<file path="src/rtl/alu_pkg.sv">
// Shared ALUControl encoding for the RV32I ALU and its decoder.
package alu_pkg;

  localparam int unsigned ALU_OP_W = 3;

  typedef enum logic [ALU_OP_W-1:0] {
    ALU_ADD = 3'b000,
    ALU_SUB = 3'b001,
    ALU_AND = 3'b010,
    ALU_OR  = 3'b011,
    ALU_XOR = 3'b100,
    ALU_SLT = 3'b101,
    ALU_SLL = 3'b110,
    ALU_SRL = 3'b111
  } alu_op_e;

endpackage

</file>
<file path="src/rtl/alu_addsub.sv">
// Shared adder/subtractor: sum = a + (i_sub ? ~b + 1 : b), with carry-out and signed overflow.
module alu_addsub #(
  parameter int unsigned WIDTH = 32
) (
  input  logic [WIDTH-1:0] i_a,
  input  logic [WIDTH-1:0] i_b,
  input  logic             i_sub,
  output logic [WIDTH-1:0] o_sum,
  output logic             o_carry,
  output logic             o_overflow
);

  logic [WIDTH-1:0] w_b_eff;
  logic [WIDTH:0]   w_full;

  assign w_b_eff = i_sub ? ~i_b : i_b;
  // Subtraction injects its +1 through the carry-in, so carry-out is the not-borrow.
  assign w_full  = {1'b0, i_a} + {1'b0, w_b_eff} + {{WIDTH{1'b0}}, i_sub};

  assign o_sum      = w_full[WIDTH-1:0];
  assign o_carry    = w_full[WIDTH];
  assign o_overflow = (i_a[WIDTH-1] == w_b_eff[WIDTH-1]) && (o_sum[WIDTH-1] != i_a[WIDTH-1]);

endmodule

</file>
<file path="src/rtl/alu.sv">
// RV32I ALU: combinational result and flags, plus registered copies of y and zero.
module alu
  import alu_pkg::*;
#(
  parameter int unsigned WIDTH = 32
) (
  input  logic                clk,
  input  logic                reset,
  input  logic [WIDTH-1:0]    a,
  input  logic [WIDTH-1:0]    b,
  input  logic [ALU_OP_W-1:0] ALUControl,
  output logic [WIDTH-1:0]    y,
  output logic                zero,
  output logic                carry,
  output logic                overflow,
  output logic [WIDTH-1:0]    y_q,
  output logic                zero_q
);

  localparam int unsigned ShW = $clog2(WIDTH);

  alu_op_e          w_op;
  logic [WIDTH-1:0] w_sum;
  logic             w_carry;
  logic             w_ovf;
  logic             w_arith;
  logic [ShW-1:0]   w_shamt;
  logic [WIDTH-1:0] r_y_q;
  logic             r_zero_q;

  assign w_op    = alu_op_e'(ALUControl);
  assign w_shamt = b[ShW-1:0];
  assign w_arith = (w_op == ALU_ADD) || (w_op == ALU_SUB) || (w_op == ALU_SLT);

  alu_addsub #(
    .WIDTH(WIDTH)
  ) u_addsub (
    .i_a       (a),
    .i_b       (b),
    .i_sub     (w_op != ALU_ADD),
    .o_sum     (w_sum),
    .o_carry   (w_carry),
    .o_overflow(w_ovf)
  );

  always_comb begin
    y = w_sum;
    case (w_op)
      ALU_ADD: y = w_sum;
      ALU_SUB: y = w_sum;
      ALU_AND: y = a & b;
      ALU_OR:  y = a | b;
      ALU_XOR: y = a ^ b;
      // N xor V gives the true signed comparison even when the difference overflows.
      ALU_SLT: y = {{(WIDTH-1){1'b0}}, w_sum[WIDTH-1] ^ w_ovf};
      ALU_SLL: y = a << w_shamt;
      ALU_SRL: y = a >> w_shamt;
    endcase
  end

  assign zero     = (y == '0);
  assign carry    = w_arith & w_carry;
  assign overflow = w_arith & w_ovf;

  always_ff @(posedge clk or posedge reset) begin
    if (reset) begin
      r_y_q    <= '0;
      r_zero_q <= 1'b0;
    end else begin
      r_y_q    <= y;
      r_zero_q <= zero;
    end
  end

  assign y_q    = r_y_q;
  assign zero_q = r_zero_q;

endmodule

</file>
<file path="config.mk">
export PLATFORM = sky130hd
export DESIGN_NAME = alu
export DESIGN_NICKNAME = d
export VERILOG_FILES = /design/src/rtl/alu_pkg.sv /design/src/rtl/alu_addsub.sv /design/src/rtl/alu.sv
export SDC_FILE = /design/constraint.sdc
export NUM_CORES = 1
export LEC_CHECK = 0
export ABC_CLOCK_PERIOD_IN_PS = 7380
export BUFFER_PORTS_ARGS = -buffer_cell sky130_fd_sc_hd__buf_2
export CORE_MARGIN = 2
export CORE_UTILIZATION = 23
export CTS_CLUSTER_DIAMETER = 40
export CTS_CLUSTER_SIZE = 16
export DETAILED_ROUTE_END_ITERATION = 10
export GPL_TIMING_DRIVEN = 0
export PLACE_DENSITY = 0.45
export SKIP_LAST_GASP = 1
export SLEW_MARGIN = 15
export SYNTH_ARGS = -nofsm -noshare
export SYNTH_HDL_FRONTEND = slang
export SYNTH_SLANG_ARGS = --single-unit
</file>
<file path="constraint.sdc">
create_clock -name clk -period 7.38 [get_ports clk]
set_input_delay 0.738 -clock clk [delete_from_list [all_inputs] [get_ports clk]]
set_output_delay 0.738 -clock clk [all_outputs]
set_load 0.01 [all_outputs]
</file>
==> results by group <==
Outcome
  • Run status: completed

Floorplanning
  • Initial core utilization: 0.235
  • IO Pins: ~140
  • Die height: between 150 and 200 um
  • Die Area: roughly 39000 um^2
  • Core footprint: roughly 37000 um^2
  • Row cnt: 70
  • Die span in x: around 200 um

Setup path
  • Startpoint Class: input port
  • Crit. End Element: output port
  • Crit Path Max Fanout: 19
  • Critical Path AT: 6340 ps
  • Setup CP Type: input port to output port
  • Critical Path RT: ~6600 ps

Synthesis
  • Area contributors post-synth: ha_1, mux4_2, dfrtp_1
  • Yosys reg bits: 33
  • Yosys cell types: between 80 and 90
  • Mean post-synth cell area: between 7 and 8 um^2
  • Post-synth top flop: dfrtp_1
  • Post-synthesis sequential area ratio: 0.0956
  • Mapped Cells: 1130
  • Mapped cell area: around 8600 um^2
  • Number of flops mapped to enable cells by yosys: 0
  • Asr flop ratio synth: 1.00
  • Area leader, netlist: ha_1
  • Yosys top cell area share: 0.141
  • Ys Warns: 0
  • Synthesized net count: 1297

Clocking
  • # H-tree levels: 2
  • CTS clk-pin slew, worst paths: 50 ps
  • CTS tree: built
  • TritonCTS Buffers: 5
  • CTS Root Cell: clkbuf_16
  • Max clock buf depth: 2
  • Clock sinks: 33

Final layout
  • Final Cell Area: a little over 10000 um^2
  • Nets@finish: around 1.4k
  • Layout cell share with drive strength beyond 1: 0.210
  • Post-layout util: 0.275
  • Layout area overhead: 17.1%
  • N_diodes: 0

Run
  • Max-Cap Viols: 0

STA
  • Relative slew slack: 0.184
  • Worst-margin pin slew: around 1200 ps
  • Setup violators final: 0
  • Final slew viol count: 0
  • Count of final hold-check violations: 0
  • Fmax: around 0.14 GHz
  • Fin crit share: 0.959
  • RSZ-0062 raised after global routing: no
  • Fin crit period: roughly 7100 ps

Placed design
  • IO buf count: roughly 140
  • Post-detail-place hpwl: ~40 mm
  • RePlAce Congestion: between 1 and 1.5
  • DP Area: around 10000 um^2

Detailed routing
  • DRT Wirelength: 48.1 mm
  • DRT iter0 DRCs: around 1.3k
  • DR vias: slightly above 10k
  • Detailed Routing Iterations Pass 1: 5
  • Final ANT Viol Nets: 0
  • Avg WL per Cell: around 28 um
  • # DRC: 0
  • Avg Vias per Cell: 5.86

Power
  • Pwr/cell area: 129 nW/um^2
  • Worst vdd ir: about 0.085 mV
  • Leak: about 4.4 nW

Global routing
  • Tot GR Track Use: 0.244
  • Number of global-route vias before repair: approximately 9.7k
  • Maximum number of pins on one net before global-route repair: 34
  • Antenna violations before repair: 0
  • GR Overflow Total: 0
  • First-pass GRT wire length: a little under 70 mm

Min path
  • Hold/Removal Path Class: input port to asynchronous set/reset pin
[metal layers]
| metal | track usage | vias to the layer above | share of wire | wire length [um] |
|---|---|---|---|---|
| met3 | 0.0325 | 83 | 0.070 | 3390 |
| met1 | 0.337 | 5117 | 0.44 | 21100 |
| met4 | 0.0627 | 0 | 0.032 | 1530 |
| met5 | 0 | - | 0 | 0 |
| li1 | - | 4497 | - | - |
| met2 | 0.398 | 487 | 0.46 | 22000 |
[state kept, by name (all words and copies together) (netlist names)]
| signal | count |
|---|---|
| y_q | 32 |
| zero_q | 1 |
[synthesized netlist by cell type, drive strengths merged (4+ instances only)]
master	n
inv	75
o211ai	20
dfrtp	33
nor2b	6
a31oi	11
nand4b	4
nor3b	4
o221ai	8
a211o	7
o22ai	25
a21boi	5
ha	97
o21a	4
and2	8
a221oi	11
a221o	4
or3	4
mux2i	47
nor3	20
a211oi	27
nand2	114
nand4	12
clkbuf	40
mux4	39
buf	39
xor2	6
a21oi	100
mux2	18
nand2b	14
nand3	20
a21o	10
and4	6
nor2	92
o21ai	71
xnor2	44
nor4	4
and3	11
and4b	4
a311oi	5
[layout make-up]
cell class | count | area, um^2
plain buffers | 73 | 353
clock buffers | 5 | 125
clock inverters | 3 | 17.5
fillers | 4141 | 26700
inverters | 77 | 289
multi-input cells | 941 | 7230
flip-flops and latches | 33 | 826
well taps | 468 | 586
repair buffers | 137 | 688
[cells by family (layout without fill, tap and decap cells)]
kind of cell	after synthesis	count (layout)	synth area share
AOI/OAI and AO/OA	352	352	0.267
and+or+nand+nor	337	337	0.189
muxes	104	104	0.181
buffers and inverters	156	295	0.0740
DFF	33	33	0.0956
adders and majority gates	98	98	0.143
xor gates and xnor gates	50	50	0.0507
[metrics by stage]
stage	hold slack (ps)	setup TNS [ps]	cells	worst slack [ps]	power [mW]
2_1_floorplan	867	0	1130	846	0.738
4_1_cts	570	0	1738	9.17	1.29
3_5_place_dp	876	-5930	1733	-1230	1.09
6_report	555	0	1737	302	1.31
3_3_place_gp	1120	-6230	1733	-1310	1.09
5_1_grt	630	0	1737	62.2	1.39
[layout by cell type (no fill, tap or decap), types with 7 or more instances in the layout]
cell type,netlist,final
nand3_1,20,20
buf_1,16,8
ha_1,97,97
dfrtp_1,33,33
o221ai_1,8,8
buf_2,19,156
a221oi_1,9,9
clkbuf_2,0,7
o211ai_1,20,20
and3_1,11,11
a21o_1,10,10
nand4_1,12,12
nand2b_1,14,14
mux4_2,38,38
a211o_1,7,7
nor2_1,92,91
mux2i_1,46,46
mux2_2,17,17
inv_1,73,72
xnor2_1,44,43
a31oi_1,11,11
nand2_1,114,114
clkbuf_1,40,31
o21ai_0,66,66
a21oi_1,100,98
nor3_1,20,19
o22ai_1,25,25
a211oi_1,27,26
[worst max-delay path, cell delays in order]
cell and delay [ps]:
buf_2 130, buf_2 370, buf_2 350, clkbuf_1 410, clkbuf_2 330, clkbuf_2 290
xnor2_2 170, ha_1 260, a21o_1 210, a21oi_2 250, a21oi_1 140, o211ai_1 380
mux2i_1 130, or4_4 460, or4b_1 580, nor4_2 290, and4b_1 250, nand4b_1 140
nor4_2 280, buf_2 190
[power by group]
part / switching [mW] / leakage, nW / total [mW] / internal, mW
Clock: 0.0738 / 0.0696 / 0.197 / 0.123
Combinational: 0.582 / 3.95 / 0.894 / 0.312
Sequential: 0.00659 / 0.404 / 0.216 / 0.209
Total: 0.662 / 4.43 / 1.31 / 0.644
[what timing repair did]
item,CTS,global route
endpoints found under the setup margin,17,3
hold buffers,0,0
setup buffers,0,1
pin swaps,0,1
resized for setup,17,15
[worst max-delay path by stage]
| stage | start | to | slack [ps] | depth (start not counted) |
|---|---|---|---|---|
| 6_report | b[3] | zero | 300 | 20 |
| 3_3_place_gp | ALUControl[0] | zero | -1310 | 21 |
| 3_5_place_dp | ALUControl[0] | zero | -1230 | 21 |
| 4_1_cts | ALUControl[2] | zero | 9 | 21 |
| 2_1_floorplan | ALUControl[0] | zero | 850 | 20 |
| 5_1_grt | ALUControl[0] | zero | 60 | 20 |
Power figures use the tool's default switching activity.
